===== src/rtl/periph_bus_arbiter_if.sv =====
// Bundle of the two requester ports plus the register and memory buses.
// The arbiter takes the slave view; the requesters/bus models take the master view.
interface periph_bus_arbiter_if;
  logic        m0_req,     m1_req;
  logic        m0_write,   m1_write;
  logic [31:0] m0_address, m1_address;
  logic [31:0] m0_wdata,   m1_wdata;
  logic        m0_ack,     m1_ack;
  logic        m0_err,     m1_err;
  logic [31:0] m0_rdata,   m1_rdata;

  logic        reg_read, reg_write;
  logic [2:0]  reg_address;
  logic [31:0] reg_data_in;
  logic        reg_read_valid;
  logic [31:0] reg_data_out;

  logic        mem_read, mem_write;
  logic [7:0]  mem_address;
  logic [31:0] mem_data_in;
  logic        mem_read_valid;
  logic [31:0] mem_data_out;

  modport master (
    output m0_req, m1_req, m0_write, m1_write, m0_address, m1_address, m0_wdata, m1_wdata,
    input  m0_ack, m1_ack, m0_err, m1_err, m0_rdata, m1_rdata,
    input  reg_read, reg_write, reg_address, reg_data_in,
    output reg_read_valid, reg_data_out,
    input  mem_read, mem_write, mem_address, mem_data_in,
    output mem_read_valid, mem_data_out
  );

  modport slave (
    input  m0_req, m1_req, m0_write, m1_write, m0_address, m1_address, m0_wdata, m1_wdata,
    output m0_ack, m1_ack, m0_err, m1_err, m0_rdata, m1_rdata,
    output reg_read, reg_write, reg_address, reg_data_in,
    input  reg_read_valid, reg_data_out,
    output mem_read, mem_write, mem_address, mem_data_in,
    input  mem_read_valid, mem_data_out
  );
endinterface


===== src/rtl/periph_bus_arbiter.sv =====
// Two-requester round-robin arbiter onto a register bus and a memory bus.
//   state   | meaning
//   IDLE    | waiting for a request; grant and latch on any req
//   ISSUE   | one-cycle strobe to the decoded region (none if unmapped)
//   WAIT_RD | waiting for the selected region's read_valid, with timeout
//   DONE    | one-cycle ack (and err) to the granted requester
module periph_bus_arbiter #(
  parameter int TIMEOUT_CYCLES = 16
) (
  input logic                 clk,
  input logic                 reset,
  periph_bus_arbiter_if.slave bus
);

  typedef enum logic [1:0] {IDLE = 2'd0, ISSUE = 2'd1, WAIT_RD = 2'd2, DONE = 2'd3} state_e;

  localparam logic [1:0]    RGN_NONE = 2'd0;
  localparam logic [1:0]    RGN_REG  = 2'd1;
  localparam logic [1:0]    RGN_MEM  = 2'd2;
  localparam int            TW       = $clog2(TIMEOUT_CYCLES + 1);
  localparam logic [TW-1:0] TMR_LOAD = TW'(TIMEOUT_CYCLES - 1);

  state_e        state_q, state_d;
  logic          gnt_q, gnt_d, last_q, last_d, wr_q, wr_d;
  logic [1:0]    rgn_q, rgn_d;
  logic [TW-1:0] tmr_q, tmr_d;

  logic          reg_read_q, reg_read_d, reg_write_q, reg_write_d;
  logic [2:0]    reg_address_q, reg_address_d;
  logic [31:0]   reg_data_in_q, reg_data_in_d;
  logic          mem_read_q, mem_read_d, mem_write_q, mem_write_d;
  logic [7:0]    mem_address_q, mem_address_d;
  logic [31:0]   mem_data_in_q, mem_data_in_d;
  logic [1:0]    ack_q, ack_d, err_q, err_d;
  logic [31:0]   rdata0_q, rdata0_d, rdata1_q, rdata1_d;

  logic          any_req, pick, sel_write, rd_valid, cap_en, unused_addr_bits;
  logic [31:0]   sel_addr, sel_wdata, rd_data, cap_val;
  logic [1:0]    sel_rgn;

  // last_q holds the previous winner; on contention the other requester wins.
  assign any_req   = bus.m0_req | bus.m1_req;
  assign pick      = (bus.m0_req & bus.m1_req) ? ~last_q : bus.m1_req;
  assign sel_write = pick ? bus.m1_write   : bus.m0_write;
  assign sel_addr  = pick ? bus.m1_address : bus.m0_address;
  assign sel_wdata = pick ? bus.m1_wdata   : bus.m0_wdata;
  assign unused_addr_bits = ^sel_addr[1:0];

  assign sel_rgn = (sel_addr[31:5] == 27'd0)                 ? RGN_REG :
                   (sel_addr[31:11] == 21'd0 && sel_addr[10]) ? RGN_MEM : RGN_NONE;

  assign rd_valid = (rgn_q == RGN_REG) ? bus.reg_read_valid :
                    (rgn_q == RGN_MEM) ? bus.mem_read_valid : 1'b0;
  assign rd_data  = (rgn_q == RGN_REG) ? bus.reg_data_out : bus.mem_data_out;

  always_ff @(posedge clk) begin
    if (!reset) begin
      state_q       <= IDLE;
      gnt_q         <= 1'b0;
      last_q        <= 1'b1;
      wr_q          <= 1'b0;
      rgn_q         <= RGN_NONE;
      tmr_q         <= '0;
      reg_read_q    <= 1'b0;
      reg_write_q   <= 1'b0;
      reg_address_q <= '0;
      reg_data_in_q <= '0;
      mem_read_q    <= 1'b0;
      mem_write_q   <= 1'b0;
      mem_address_q <= '0;
      mem_data_in_q <= '0;
      ack_q         <= '0;
      err_q         <= '0;
      rdata0_q      <= '0;
      rdata1_q      <= '0;
    end else begin
      state_q       <= state_d;
      gnt_q         <= gnt_d;
      last_q        <= last_d;
      wr_q          <= wr_d;
      rgn_q         <= rgn_d;
      tmr_q         <= tmr_d;
      reg_read_q    <= reg_read_d;
      reg_write_q   <= reg_write_d;
      reg_address_q <= reg_address_d;
      reg_data_in_q <= reg_data_in_d;
      mem_read_q    <= mem_read_d;
      mem_write_q   <= mem_write_d;
      mem_address_q <= mem_address_d;
      mem_data_in_q <= mem_data_in_d;
      ack_q         <= ack_d;
      err_q         <= err_d;
      rdata0_q      <= rdata0_d;
      rdata1_q      <= rdata1_d;
    end
  end

  always_comb begin
    state_d = state_q;
    gnt_d   = gnt_q;
    last_d  = last_q;
    wr_d    = wr_q;
    rgn_d   = rgn_q;
    tmr_d   = tmr_q;
    case (state_q)
      IDLE: begin
        if (any_req) begin
          state_d = ISSUE;
          gnt_d   = pick;
          last_d  = pick;
          wr_d    = sel_write;
          rgn_d   = sel_rgn;
        end
      end
      ISSUE: begin
        if (!wr_q && rgn_q != RGN_NONE) begin
          state_d = WAIT_RD;
          tmr_d   = TMR_LOAD;
        end else begin
          state_d = DONE;
        end
      end
      WAIT_RD: begin
        if (rd_valid || tmr_q == '0) begin
          state_d = DONE;
          tmr_d   = '0;
        end else begin
          tmr_d = tmr_q - TW'(1);
        end
      end
      default: state_d = IDLE;
    endcase
  end

  // Outputs are registered: each _d is the value for the state being entered.
  always_comb begin
    reg_read_d    = 1'b0;
    reg_write_d   = 1'b0;
    reg_address_d = '0;
    reg_data_in_d = '0;
    mem_read_d    = 1'b0;
    mem_write_d   = 1'b0;
    mem_address_d = '0;
    mem_data_in_d = '0;
    ack_d         = '0;
    err_d         = '0;
    rdata0_d      = rdata0_q;
    rdata1_d      = rdata1_q;
    cap_en        = 1'b0;
    cap_val       = '0;
    case (state_q)
      IDLE: begin
        if (any_req && sel_rgn == RGN_REG) begin
          reg_read_d    = ~sel_write;
          reg_write_d   = sel_write;
          reg_address_d = sel_addr[4:2];
          reg_data_in_d = sel_write ? sel_wdata : '0;
        end
        if (any_req && sel_rgn == RGN_MEM) begin
          mem_read_d    = ~sel_write;
          mem_write_d   = sel_write;
          mem_address_d = sel_addr[9:2];
          mem_data_in_d = sel_write ? sel_wdata : '0;
        end
      end
      ISSUE: begin
        if (wr_q || rgn_q == RGN_NONE) begin
          ack_d[gnt_q] = 1'b1;
          err_d[gnt_q] = (rgn_q == RGN_NONE);
          cap_en       = ~wr_q;
        end
      end
      WAIT_RD: begin
        if (rd_valid) begin
          ack_d[gnt_q] = 1'b1;
          cap_en       = 1'b1;
          cap_val      = rd_data;
        end else if (tmr_q == '0) begin
          ack_d[gnt_q] = 1'b1;
          err_d[gnt_q] = 1'b1;
          cap_en       = 1'b1;
        end
      end
      default: ;
    endcase
    if (cap_en) begin
      if (gnt_q) rdata1_d = cap_val;
      else       rdata0_d = cap_val;
    end
  end

  assign bus.reg_read    = reg_read_q;
  assign bus.reg_write   = reg_write_q;
  assign bus.reg_address = reg_address_q;
  assign bus.reg_data_in = reg_data_in_q;
  assign bus.mem_read    = mem_read_q;
  assign bus.mem_write   = mem_write_q;
  assign bus.mem_address = mem_address_q;
  assign bus.mem_data_in = mem_data_in_q;
  assign bus.m0_ack      = ack_q[0];
  assign bus.m1_ack      = ack_q[1];
  assign bus.m0_err      = err_q[0];
  assign bus.m1_err      = err_q[1];
  assign bus.m0_rdata    = rdata0_q;
  assign bus.m1_rdata    = rdata1_q;

endmodule


===== src/flat_wrapper.sv =====
// flat-port wrapper written by rule: the top's interface ports become plain ports
module periph_bus_arbiter_flat 
#(
  parameter int TIMEOUT_CYCLES = 16
)
  (clk, reset, bus_m0_req, bus_m1_req, bus_m0_write, bus_m1_write, bus_m0_address, bus_m1_address, bus_m0_wdata, bus_m1_wdata, bus_m0_ack, bus_m1_ack, bus_m0_err, bus_m1_err, bus_m0_rdata, bus_m1_rdata, bus_reg_read, bus_reg_write, bus_reg_address, bus_reg_data_in, bus_reg_read_valid, bus_reg_data_out, bus_mem_read, bus_mem_write, bus_mem_address, bus_mem_data_in, bus_mem_read_valid, bus_mem_data_out);
  periph_bus_arbiter_if bus_i ();
  input logic clk;
  input logic reset;
  input wire logic [$bits(bus_i.m0_req)-1:0] bus_m0_req;
  input wire logic [$bits(bus_i.m1_req)-1:0] bus_m1_req;
  input wire logic [$bits(bus_i.m0_write)-1:0] bus_m0_write;
  input wire logic [$bits(bus_i.m1_write)-1:0] bus_m1_write;
  input wire logic [$bits(bus_i.m0_address)-1:0] bus_m0_address;
  input wire logic [$bits(bus_i.m1_address)-1:0] bus_m1_address;
  input wire logic [$bits(bus_i.m0_wdata)-1:0] bus_m0_wdata;
  input wire logic [$bits(bus_i.m1_wdata)-1:0] bus_m1_wdata;
  output wire logic [$bits(bus_i.m0_ack)-1:0] bus_m0_ack;
  output wire logic [$bits(bus_i.m1_ack)-1:0] bus_m1_ack;
  output wire logic [$bits(bus_i.m0_err)-1:0] bus_m0_err;
  output wire logic [$bits(bus_i.m1_err)-1:0] bus_m1_err;
  output wire logic [$bits(bus_i.m0_rdata)-1:0] bus_m0_rdata;
  output wire logic [$bits(bus_i.m1_rdata)-1:0] bus_m1_rdata;
  output wire logic [$bits(bus_i.reg_read)-1:0] bus_reg_read;
  output wire logic [$bits(bus_i.reg_write)-1:0] bus_reg_write;
  output wire logic [$bits(bus_i.reg_address)-1:0] bus_reg_address;
  output wire logic [$bits(bus_i.reg_data_in)-1:0] bus_reg_data_in;
  input wire logic [$bits(bus_i.reg_read_valid)-1:0] bus_reg_read_valid;
  input wire logic [$bits(bus_i.reg_data_out)-1:0] bus_reg_data_out;
  output wire logic [$bits(bus_i.mem_read)-1:0] bus_mem_read;
  output wire logic [$bits(bus_i.mem_write)-1:0] bus_mem_write;
  output wire logic [$bits(bus_i.mem_address)-1:0] bus_mem_address;
  output wire logic [$bits(bus_i.mem_data_in)-1:0] bus_mem_data_in;
  input wire logic [$bits(bus_i.mem_read_valid)-1:0] bus_mem_read_valid;
  input wire logic [$bits(bus_i.mem_data_out)-1:0] bus_mem_data_out;
  assign bus_i.m0_req = bus_m0_req;
  assign bus_i.m1_req = bus_m1_req;
  assign bus_i.m0_write = bus_m0_write;
  assign bus_i.m1_write = bus_m1_write;
  assign bus_i.m0_address = bus_m0_address;
  assign bus_i.m1_address = bus_m1_address;
  assign bus_i.m0_wdata = bus_m0_wdata;
  assign bus_i.m1_wdata = bus_m1_wdata;
  assign bus_m0_ack = bus_i.m0_ack;
  assign bus_m1_ack = bus_i.m1_ack;
  assign bus_m0_err = bus_i.m0_err;
  assign bus_m1_err = bus_i.m1_err;
  assign bus_m0_rdata = bus_i.m0_rdata;
  assign bus_m1_rdata = bus_i.m1_rdata;
  assign bus_reg_read = bus_i.reg_read;
  assign bus_reg_write = bus_i.reg_write;
  assign bus_reg_address = bus_i.reg_address;
  assign bus_reg_data_in = bus_i.reg_data_in;
  assign bus_i.reg_read_valid = bus_reg_read_valid;
  assign bus_i.reg_data_out = bus_reg_data_out;
  assign bus_mem_read = bus_i.mem_read;
  assign bus_mem_write = bus_i.mem_write;
  assign bus_mem_address = bus_i.mem_address;
  assign bus_mem_data_in = bus_i.mem_data_in;
  assign bus_i.mem_read_valid = bus_mem_read_valid;
  assign bus_i.mem_data_out = bus_mem_data_out;
  periph_bus_arbiter #(.TIMEOUT_CYCLES(TIMEOUT_CYCLES)) u_core (.clk(clk), .reset(reset), .bus(bus_i));
endmodule

===== config.mk =====
export PLATFORM = sky130hd
export DESIGN_NAME = periph_bus_arbiter_flat
export DESIGN_NICKNAME = d
export VERILOG_FILES = /design/src/rtl/periph_bus_arbiter_if.sv /design/src/rtl/periph_bus_arbiter.sv /design/src/flat_wrapper.sv
export SDC_FILE = /design/constraint.sdc
export NUM_CORES = 1
export LEC_CHECK = 0
export ABC_AREA = 1
export BUFFER_PORTS_ARGS = -buffer_cell sky130_fd_sc_hd__buf_2
export CORE_AREA = 2 2 134 136
export CTS_BUF_LIST = sky130_fd_sc_hd__clkbuf_16
export CTS_CLUSTER_DIAMETER = 120
export DETAILED_ROUTE_END_ITERATION = 10
export DIE_AREA = 0 0 136 138
export PLACE_DENSITY = 0.73
export SLEW_MARGIN = 15
export SYNTH_ARGS = -nofsm -noshare
export SYNTH_HDL_FRONTEND = slang
export SYNTH_SLANG_ARGS = --single-unit

===== constraint.sdc =====
create_clock -name clk -period 3.58 [get_ports clk]
set_input_delay 0.358 -clock clk [delete_from_list [all_inputs] [get_ports clk]]
set_output_delay 0.358 -clock clk [all_outputs]
set_load 0.02 [all_outputs]

==> Word-level counts from Yosys, hierarchy flattened <==
Index checks and enable logic that the tools add are counted.
{ "op_classes": {"addsub": 1, "n_mux": 32, "eq_ne": 9, "magnitude_cmp": 2, "bitwise_logic": 7, "reduce_logical": 22} }
{ "op_table": {"columns": ["op", "n"], "rows": [
  ["two-way mux 32 bit", 6],
  ["zero test 27 bit", 1],
  ["zero test 21 bit", 1],
  ["two-way mux 2 bit", 9],
  ["two-way mux 5 bit", 2],
  ["case mux 5 bit (2 select lines)", 1],
  ["AND reduction 2 bit", 5],
  ["two-way mux 1 bit", 9],
  ["case mux 2 bit (2 select lines)", 2],
  ["equality test 2 x 1 -> 1 bit (second input constant)", 3],
  ["equality test 2 bit (second input constant)", 3],
  ["inequality test 2 x 1 -> 1 bit (second input constant)", 3],
  ["case mux 2 bit (3 select lines)", 1],
  ["AND reduction 3 bit", 2],
  ["logical AND 1 bit", 5],
  ["zero test 5 bit", 1],
  ["subtractor 5 x 1 -> 5 bit (second input constant)", 1],
  ["zero test 2 bit", 2],
  ["NOT 1 bit", 4],
  ["nonzero test 2 bit", 2],
  ["AND 2 bit", 1],
  ["logical OR 1 bit", 2],
  ["< comparator 1 x 2 -> 1 bit (second input constant)", 1],
  ["case mux 1 bit (2 select lines)", 1],
  ["other kinds (5)", 5]
]} }
{ "word_totals": {"in_bits": 200, "output_inout_bits": 147, "register_bits": 159, "elab_cells": 91} }

==> Longest topological paths before layout <==
Gate-level depths: netlist of run 1.
{ "logic_depth": {"depth_word": 10, "depth_mapped": 11, "ltp_nobuf": 10} }

==> Worst setup path after synthesis of run 1 <==
Ideal clock, no wire load.
{ "synth_path": {"path_type": "register to register", "from": "register u_core.state_q[0]", "to": "register u_core.rdata0_q[31] (netlist: u_core.bus.m0_rdata[31])", "path_slack_ns": 1.870, "required_time_ns": 3.465, "setup_ns": 0.115, "synth_period_minus_slack_ns": 1.710, "stages_incl_launch_ff": 10, "n_path_buf": 2, "arrival_ns": 1.595, "path_cell_list": "dfxtp_1 > inv_1 > ha_1 > inv_1 > nor2_1 > clkbuf_1 > buf_1 > nand3_1 > nand2_1 > nor2_1"} }
{ "synth_between": {"elab_chain_len": 3, "elab_cells_between_ends": 5, "classes_between": "2 x eq/ne; 2 x mux; 1 x reduce/logical"} }
{ "synth_rtl": {"columns": ["element", "line_no", "text"], "rows": [
  ["start, declared", "periph_bus_arbiter.sv:23", "state_e state_q, state_d;"],
  ["start signal, assigned", "periph_bus_arbiter.sv:77", "state_q <= state_d;"],
  ["equality test 2 bit / equality test 2 x 1 -> 1 bit (equally long branches)", "periph_bus_arbiter.sv:151", "case (state_q)"],
  ["case mux 1 bit (2 select lines)", "periph_bus_arbiter.sv:151", null],
  ["AND reduction 2 bit (no source line)", null, null],
  ["end signal, assigned", "periph_bus_arbiter.sv:93", "rdata0_q <= rdata0_d;"],
  ["end, declared", "periph_bus_arbiter.sv:35", "logic [31:0] rdata0_q, rdata0_d, rdata1_q, rdata1_d;"]
]} }
Several ways; a longest one is shown, not always the timed one.
A chain may end at the register's enable or synchronous reset.

==> Worst setup path after layout of run 1 <==
{ "layout_path": {"from": "register u_core.last_q", "to": "register u_core.reg_data_in_q[9] (netlist: u_core.bus.reg_data_in[9])"} }
{ "layout_between": {"elab_chain_len": 10, "elab_cells_between_ends": 14, "classes_between": "1 x eq/ne; 7 x mux; 1 x bitwise; 5 x reduce/logical"} }
{ "layout_rtl": {"columns": ["element", "line_no", "text"], "rows": [
  ["start, declared", "periph_bus_arbiter.sv:24", "logic gnt_q, gnt_d, last_q, last_d, wr_q, wr_d;"],
  ["start signal, assigned", "periph_bus_arbiter.sv:79", "last_q <= last_d;"],
  ["NOT 1 bit *", "periph_bus_arbiter.sv:43", "assign pick = (bus.m0_req & bus.m1_req) ? ~last_q : bus.m1_req;"],
  ["two-way mux 1 bit *", "periph_bus_arbiter.sv:43", null],
  ["two-way mux 32 bit", "periph_bus_arbiter.sv:45", "assign sel_addr = pick ? bus.m1_address : bus.m0_address;"],
  ["zero test 21 bit", "periph_bus_arbiter.sv:50", "(sel_addr[31:11] == 21'd0 && sel_addr[10]) ? RGN_MEM : RGN_NONE;"],
  ["logical AND 1 bit", "periph_bus_arbiter.sv:50", null],
  ["two-way mux 2 bit", "periph_bus_arbiter.sv:50", null],
  ["two-way mux 2 bit", "periph_bus_arbiter.sv:49", "assign sel_rgn = (sel_addr[31:5] == 27'd0) ? RGN_REG :"],
  ["equality test 2 x 1 -> 1 bit", "periph_bus_arbiter.sv:153", "if (any_req && sel_rgn == RGN_REG) begin"],
  ["logical AND 1 bit", "periph_bus_arbiter.sv:153", null],
  ["AND reduction 3 bit (no source line)", null, null],
  ["end signal, assigned", "periph_bus_arbiter.sv:86", "reg_data_in_q <= reg_data_in_d;"],
  ["end, declared", "periph_bus_arbiter.sv:30", "logic [31:0] reg_data_in_q, reg_data_in_d;"]
]} }
Mark *: on every way between the ends. The rest lies on a longest branch, timed or not.

==> results.md, run 1 <==
Clocking:
- The clock tree root driver cell is sky130_fd_sc_hd__clkbuf_16.
- The total CTS buffers is 17.
- At the later pin of the worst-skew pair, clock insertion delay measures 0.43 ns.
- After clock tree synthesis, the repair step resized 0 gates.
- The total number of H-tree levels is 4.
- Clock-pin slew was measured on the worst setup and hold paths at 0.07 ns.
- Hold repair after CTS inserted 0 buffers.
- TritonCTS built the clock tree.
- The number of clock sinks is 159.
- The count of buffers added by post-CTS timing repair for setup is 0.
- The clock passes through at most 2 buffers.

Die:
- In this run the horizontal extent of the chip is 136 um.
- The core region is 0.0175 mm2.
- 347 I/O pins were placed.
- The total die area is 0.0188 mm2.
- The die outline height is 138 um.
- In this run the core area contains 49 standard-cell rows.
- Once the floorplan was initialized, standard cells occupied 40.5% of the core.

Placement:
- The placed wire-length estimate is 15400 um.
- The post-placement setup slack is 0.872 ns.
- Input and output buffers added on the ports amount to 342.
- At the end of routability-driven placement, the weighted congestion stood at 0.867.
- After detailed placement, the design holds a cell count of 1530.

Detailed routing:
- After detailed routing, the number of remaining DRC violations is 0.
- The first-iteration detailed-routing DRC count is 358.
- The average routed wire per standard cell is 13.6 um.
- The number of antenna-violating nets in the routed design is 0.
- The pre-antenna-repair detailed-routing pass consisted of 5 iterations.
- The via density per instance is 4.76.
- After detailed routing, the total wire length is 21200 um.
- Detailed routing inserted a total of 7429 vias.

Synthesis:
- The number of different library cells used by synthesis comes to 30.
- In this run the mean area of a mapped cell was 6.98 um2.
- The simple-gate portion of the synthesized area is 38.9%.
- The synthesized net count is 1222.
- Summing every instance area after synthesis gives 0.00710 mm2.
- After synthesis the netlist holds a flip-flop and latch count of 159.
- Counting every instance in the synthesized netlist gives 1017.
- After Yosys synthesis, full adders, half adders and majority gates account for 0.881% of the synthesized area.
- Multiplexer cells account for 0.423% of the synthesized area.
- The count of yosys warnings during synthesis is 0.
- By area, the combinational part of the netlist is dominated by simple AND/OR/NAND/NOR gates.
- The sequential share of the synthesized area is 44.8%.
- Summing the areas of all compound-gate instances in the mapped netlist gives 6.10% of the synthesized area.
- The synthesized netlist devotes 0.123% of its cell area to XOR and XNOR gates.

STA:
- The worst setup slack after layout is 1.03 ns.
- The worst-case headroom to the max-slew limit is 33.2%.
- On the final layout, the worst hold slack is 0.214 ns.
- Setup repair after global routing left no endpoint under its margin.
- The clock period minus final worst setup slack is 2.55 ns.
- The setup total negative slack is 0 ns.
- The final count of pins violating max slew was 0.
- The transition time at the pin with the least slew margin is 1.00 ns.
- On the final layout, the worst clock skew is 0.0109 ns.
- The highest clock frequency the design can meet is 392 MHz.
- Setup violations remaining at the end of the flow were counted as 0.
- The final clock period utilization by the worst path is 71.3%.
- The number of hold violations in the final report was 0.

Worst setup path:
- The maximum fanout encountered on the critical timing path is 39.
- By startpoint and endpoint, the worst setup path is classified as flip-flop to flip-flop.
- The largest incremental delay on the critical path is 0.77 ns.
- For the worst setup path, the data arrival time is 2.86 ns.
- STA classifies the critical path endpoint as a flip-flop.
- On the critical path, the stage with the largest delay is an instance of sky130_fd_sc_hd__nand3_2.
- The kind of start point of the critical path is a flip-flop.
- Walking the worst path, the cells encountered are nand2_2, nand2_4, buf_4, o21ai_1, nor2_1, nand3_2, nor3_1.
- The endpoint required time on the critical path is 3.89 ns.

Layout:
- The layout cell share with drive strength beyond 1 is 31.8%.
- The antenna cell count is 0.
- Relative to the synthesized area, the layout overhead comes to 32.6%.
- The library cells used most frequently in the layout, excluding fill and tap cells, are 342 x sky130_fd_sc_hd__buf_2, 303 x sky130_fd_sc_hd__nand2_1, 159 x sky130_fd_sc_hd__dfxtp_1.
- Leaving out fill and tap cells, the most frequent cell in the layout is sky130_fd_sc_hd__buf_2.
- The total number of nets in the final design is 1525.
- The number of standard cells in the final layout excluding fillers is 1562.

Power and ir drop:
- The sequential cell fraction of total power is 34.2%.
- The internal power is 3.75 mW.
- For this design the static power due to leakage is 4.99 nW.
- The overall power consumption is 6.21 mW.
- The switching share of power is 39.6%.
- The peak supply drop is 390 uV.
- The net switching power is 2.46 mW.
- The total power divided by cell area is 660 mW/mm2.
- The fraction of power consumed by the clock network is 29.9%.
- The logic gate share of total power is 35.9%.

Min path:
- The path type of the worst min-delay path is primary input to flip-flop.

GRT:
- The total global routing overflow is 0.
- The number of antenna violations at the first check in global routing was 0.
- The via count of the first global-routing pass came to 6892.
- The total routing usage reported by global routing is 22.4%.
- The first global-routing pass estimated 33500 um of wire.
- The largest net degree at the start of global routing is 73.

Run status:
- The flow ran to the end, and the final reports show no timing, DRC or antenna violations.

Run:
- The number of maximum-capacitance constraint violations is 0.
-- path summary, 6_finish.rpt --
check / startpoint / slack [ns] / endpoint / depth (start not counted)
max: u_core.last_q / 1.03 / u_core.bus.reg_data_in[9] / 7
min: bus_m1_address[3] / 0.21 / u_core.bus.mem_address[1] / 3
max reg2reg: u_core.last_q / 1.03 / u_core.bus.reg_data_in[9] / 7
min reg2reg: u_core.tmr_q[4] / 0.46 / u_core.tmr_q[4] / 2
-- registers in the layout, summed over array words and instances, names as in the netlist --
| register | count |
|---|---|
| u_core.bus.mem_address | 8 |
| u_core.ack_q | 2 |
| u_core.bus.reg_write | 1 |
| u_core.gnt_q | 1 |
| u_core.bus.m0_rdata | 32 |
| u_core.last_q | 1 |
| u_core.tmr_q | 5 |
| u_core.rgn_q | 2 |
| u_core.wr_q | 1 |
| u_core.state_q | 2 |
| u_core.bus.mem_write | 1 |
| u_core.bus.mem_data_in | 32 |
| u_core.bus.m1_rdata | 32 |
| u_core.bus.reg_address | 3 |
| u_core.err_q | 2 |
| u_core.bus.reg_data_in | 32 |
| u_core.bus.reg_read | 1 |
| u_core.bus.mem_read | 1 |
-- per-layer routing --
layer	track usage, %	part of all wire [%]
met1	26.3	41
met2	37.1	47
met3	7.15	8.5
met4	10.3	3.0
met5	0	0
-- worst max-delay path, delay by kind of cell, from the launching register on --
kind / cells / cell delay, ns
simple gates: 5 / 1.58
buf+inv: 1 / 0.36
compound gates: 1 / 0.14
flops: 1 / 0.35
-- kinds of logic (layout without fill, tap and decap cells) --
family	Yosys count	count (layout)
xor+xnor	1	1
compound gates	84	84
simple gates	637	637
buf+inv	128	444
mux	3	3
fa+ha+maj	5	5
flops	159	159
-- final cells by class --
class	instances	area, um2
Clock buffer	17	425
Clock inverter	15	175
Fill cell	1741	8130
Inverter	57	214
Multi-Input combinational cell	730	3320
Sequential cell	159	3180
Tap cell	229	287
Timing Repair Buffer	355	1810
-- cell usage after synthesis, drive strengths merged --
master / n / area [um2]
nand2: 311 / 1190
dfxtp: 159 / 3180
nor2: 150 / 566
nand3: 131 / 661
a21oi: 65 / 329
inv: 57 / 214
buf: 52 / 337
nor3: 41 / 310
clkbuf: 19 / 71.3
o21ai: 15 / 75.1
ha: 5 / 62.6
mux2i: 3 / 30.0
nand3b: 3 / 22.5
a211oi: 1 / 7.51
a31oi: 1 / 6.26
nand4: 1 / 12.5
o211ai: 1 / 7.51
o21bai: 1 / 7.51
xor2: 1 / 8.76
-- per-stage QoR --
step | area [um2] | util [%]
after floorplan | 7100 | -
after global placement | 8810 | 50.2
after detailed placement | 8810 | 50.2
after CTS | 9410 | 53.6
after global routing | 9410 | 53.7
final | 9410 | 53.7
-- power by group through the flow --
stage	clock, mW	sequential [mW]	combinational (mW)
CTS	1.90	2.13	2.22
global placement	0	2.15	2.21
floorplan	0	2.37	1.51
finish	1.86	2.13	2.23
global route	1.97	2.15	2.50
detailed placement	0	2.16	2.21
(Power assumes the default switching activity.)
==> inputs of run 2 (changes only) <==
--- a/config.mk
+++ b/config.mk
@@ -5,14 +5,14 @@
 export SDC_FILE = /design/constraint.sdc
 export NUM_CORES = 1
 export LEC_CHECK = 0
-export ABC_AREA = 1
+export ABC_AREA = 0
 export BUFFER_PORTS_ARGS = -buffer_cell sky130_fd_sc_hd__buf_2
-export CORE_AREA = 2 2 134 136
+export CORE_AREA = 2 2 133 135
 export CTS_BUF_LIST = sky130_fd_sc_hd__clkbuf_16
 export CTS_CLUSTER_DIAMETER = 120
 export DETAILED_ROUTE_END_ITERATION = 10
-export DIE_AREA = 0 0 136 138
-export PLACE_DENSITY = 0.73
+export DIE_AREA = 0 0 135 137
+export PLACE_DENSITY = 0.72
 export SLEW_MARGIN = 15
 export SYNTH_ARGS = -nofsm -noshare
 export SYNTH_HDL_FRONTEND = slang
==> constraint.sdc (replaced) <==
create_clock -name clk -period 2.3 [get_ports clk]
set_input_delay 0.23 -clock clk [delete_from_list [all_inputs] [get_ports clk]]
set_output_delay 0.23 -clock clk [all_outputs]
set_load 0.02 [all_outputs]
==> results.md, run 2 <==
Clocking:
- After clock tree synthesis, the flow added hold-fix buffers numbering 0.
- The clock tree from TritonCTS is yes.
- The maximum clock path buffer count is 2.
- CTS built an H-tree with a depth of 4.
- Clock-pin slew was measured on the worst setup and hold paths at 0.07 ns.
- The clock tree root driver cell is sky130_fd_sc_hd__clkbuf_16.
- Post-CTS timing repair inserted 0 buffers for setup.
- Clock tree synthesis inserted a total of 17 buffers.
- The number of clock sinks is 159.
- Once the clock tree was built, the resizer swapped 0 gates to a different size.
- For the worst-skew pair, the clock arrives at the later sink with an insertion delay of 0.42 ns.

Die:
- The floorplan step defined a die boundary enclosing 0.0185 mm2.
- After floorplanning, the core was sized to cover 0.0171 mm2.
- The horizontal die dimension is 135 um.
- For this configuration, the core starts out at a cell density of 37.3%.
- The die is 137 um tall.
- The floorplan has 48 rows.
- Pin placement for this block handled 347 I/O pins.

Layout:
- In the layout the commonest cells are 342 x sky130_fd_sc_hd__buf_2, 159 x sky130_fd_sc_hd__dfxtp_1, 152 x sky130_fd_sc_hd__nand2_1.
- The finished layout holds 1294 standard cells, fillers aside.
- The most frequent standard cell in the layout excluding fill and tap cells is sky130_fd_sc_hd__buf_2.
- The antenna cell count is 0.
- The layout cell share with drive strength beyond 1 is 42.1%.
- Relative to the synthesized area, the layout overhead comes to 40.3%.
- The final layout contains 1261 nets.
- Cells fill 52.4% of the core in the end.
- Counting the fill cells in the layout gives 1569.

Synthesis:
- The area fraction in compound gates after synthesis is 14.2%.
- After synthesis, the share of cell area in mux cells is 7.00%.
- The main flop type after synthesis is sky130_fd_sc_hd__dfxtp_1.
- Counting every instance in the synthesized netlist gives 725.
- Counting flops with an async set or reset pin after synthesis yields a share of 0%.
- Yosys attributes the largest share of cell area to sky130_fd_sc_hd__dfxtp_1 50%, sky130_fd_sc_hd__nand2_1 9.0%, sky130_fd_sc_hd__mux2_2 5.8%.
- The area share of the leading cell type in the synthesized netlist is 50.0%.
- The synthesized netlist devotes 0.983% of its cell area to adder and majority cells.
- Summed over all instances, the cell type with the most area after synthesis is sky130_fd_sc_hd__dfxtp_1.
- Ranked by instance count, the synthesized netlist is headed by 159 x sky130_fd_sc_hd__dfxtp_1, 152 x sky130_fd_sc_hd__nand2_1, 71 x sky130_fd_sc_hd__nand3_1.
- By area, the combinational part of the netlist is dominated by simple AND/OR/NAND/NOR gates.
- The fraction of synthesized cell area in xor and xnor cells is 0%.
- The most frequent cell after synthesis is sky130_fd_sc_hd__dfxtp_1.
- Counting distinct cell types in the post-synthesis netlist gives 46.
- During synthesis, Yosys emitted a total of 0 warnings.
- The simple-gate portion of the synthesized area is 23.5%.
- Dividing the synthesized area by the synthesized cell count gives 8.78 um2.
- Summing every instance area after synthesis gives 0.00637 mm2.
- The synthesis-stage register bit count is 159.
- Synthesis produced a netlist with a net count of 930.
- The sequential share of the synthesized area is 50.0%.
- The number of enable-type register cells in the synthesized netlist is 0.

STA:
- Setup violations remaining at the end of the flow were counted as 0.
- The final count of pins violating max slew came to 0.
- Headroom to the max-slew limit came out at 51.7%.
- The final clock period utilization by the worst path is 90.8%.
- Setup repair after global routing left no endpoint under its margin.
- Counting I/O delays and the setup requirement, the final critical path takes 2.09 ns.
- The transition time at the pin with the least slew margin is 0.725 ns.
- For the final database, setup skew stands at 0.00955 ns.
- The number of hold violations in the final report came to 0.
- The setup total negative slack is 0 ns.
- The highest clock frequency the design can meet is 479 MHz.

GRT:
- Global routing consumed, on the met3 layer, 6.26% of the routing resources.
- The total routing usage reported by global routing is 20.6%.
- The met1 usage is 25.2%.
- The via count of the first global-routing pass was 5756.
- For met2 alone, demand over resource in global routing was 34.9%.
- The total global routing overflow is 0.
- The wire length of the first global-routing pass is 29500 um.
- After global routing, the most crowded layer is met2.
- Entering global routing, the biggest net connects 71 pins.
- The number of antenna violations at the first check in global routing was 1.

Power and ir drop:
- The leakage component of the power is 4.12 nW.
- The total power divided by cell area is 755 mW/mm2.
- IR analysis of the VDD net gives a maximum drop of 469 uV.

Detailed routing:
- The via density per instance is 4.87.
- The overall routed net length is 19700 um.
- The total iterations of the first detailed-routing run is 5.
- The detailed router finished its first iteration with 351 violations.
- The number of remaining DRC errors is 0.
- In the final routed layout, each cell accounts on average for 15.2 um.
- The number of antenna-violating nets in the routed design is 0.
- Across all layers, the routed design uses 6298 vias.

Worst setup path:
- The setup path with the least slack is of type flip-flop to flip-flop.
- The flop-to-flop setup slack is 0.21 ns.
- The slowest stage of the critical path is the sky130_fd_sc_hd__or4b_4 cell.
- For the worst setup path, the data arrival time is 2.38 ns.
- The worst flop-to-flop path startpoint is u_core.tmr_q[0].
- The terminus of the critical flop-to-flop path is u_core.bus.m0_rdata[17].
- In this design, the stage delay of the slowest critical-path cell is 0.51 ns.
- Measured in cells, the most critical reg-to-reg path has a length of 9.
- The endpoint type of the worst setup path is a flip-flop.
- STA puts the critical path data required time at 2.60 ns.
- STA classifies the critical path startpoint as a flip-flop.
- The maximum fanout encountered on the critical timing path is 64.
- Walking the worst path, the cells encountered are inv_1, ha_1, or4b_4, a31oi_4, buf_4, o21ai_4, buf_12, nand3_1, o21ai_0.

Placement:
- At the end of routability-driven placement, the weighted congestion stood at 0.834.
- The HPWL after detailed placement is 14700 um.
- Buffers placed on the I/O ports in this run total 342.
- In this run, placement finished with an instance count of 1262.

Min path:
- For hold timing, the worst endpoint is u_core.bus.mem_address[3].
- In this run the worst hold path is classified as primary input to flip-flop.
- The number of cells on the worst hold path is 3.
- The worst hold path begins at bus_m1_address[5].

Run status:
- The flow ran to the end, and the final reports show no timing, DRC or antenna violations.

Run:
- The number of maximum-capacitance constraint violations is 0.
[run 2: kinds of logic after synthesis]
logic type	Yosys count
compound gates	140
fa+ha+maj	5
buf+inv	60
flops	159
mux	40
simple gates	321
[run 2: worst max-delay path: cells and delay by family (launching register included)]
family          cells  cell delay, ns
compound gates      3            0.37
fa+ha+maj           1            0.19
buf+inv             3            0.42
flops               1            0.31
simple gates        2            0.63
[run 2: through the flow]
stage / total power [mW] / hold WS [ns] / worst slack (ns) / area [um2]
after floorplan: 3.69 / 0.366 / 0.361 / 6370
after global placement: 4.15 / 0.425 / 0.282 / 8380
after detailed placement: 4.17 / 0.431 / 0.249 / 8380
after CTS: 6.83 / 0.0462 / 0.232 / 8940
after global routing: 7.07 / 0.0487 / 0.0790 / 8940
final: 6.75 / 0.0696 / 0.212 / 8940
[run 2: power breakdown]
| group | internal [mW] | switching (mW) |
|---|---|---|
| Clock | 1.42 | 1.23 |
| Combinational | 0.507 | 0.721 |
| Sequential | 2.82 | 0.0609 |
| Total | 4.74 | 2.01 |
[run 2: area by class of cell]
class	instances	area (um2)	area share, %
Timing Repair Buffer	365	1930	21.6
Clock buffer	17	425	4.76
Inverter	7	26.3	0.294
Clock inverter	15	128	1.43
Sequential cell	159	3180	35.6
Tap cell	225	282	3.15
Multi-Input combinational cell	506	2960	33.1
[run 2: how the worst max path moves through the flow]
stage / from / end / slack [ns] / depth (start not counted)
6_report: u_core.tmr_q[0] / u_core.bus.m0_rdata[17] / 0.21 / 9
5_1_grt: u_core.tmr_q[0] / u_core.bus.m0_rdata[17] / 0.08 / 9
4_1_cts: u_core.tmr_q[0] / u_core.bus.m0_rdata[17] / 0.23 / 9
3_5_place_dp: u_core.tmr_q[0] / u_core.bus.m0_rdata[16] / 0.25 / 9
3_3_place_gp: u_core.tmr_q[0] / u_core.bus.m0_rdata[23] / 0.28 / 9
2_1_floorplan: u_core.tmr_q[0] / u_core.bus.m1_rdata[21] / 0.36 / 8
[run 2: per-layer routing]
layer,share of wire [%],wire [um]
met1,42,8370
met2,47,9210
met3,9.0,1770
met4,1.7,336
met5,0.081,16
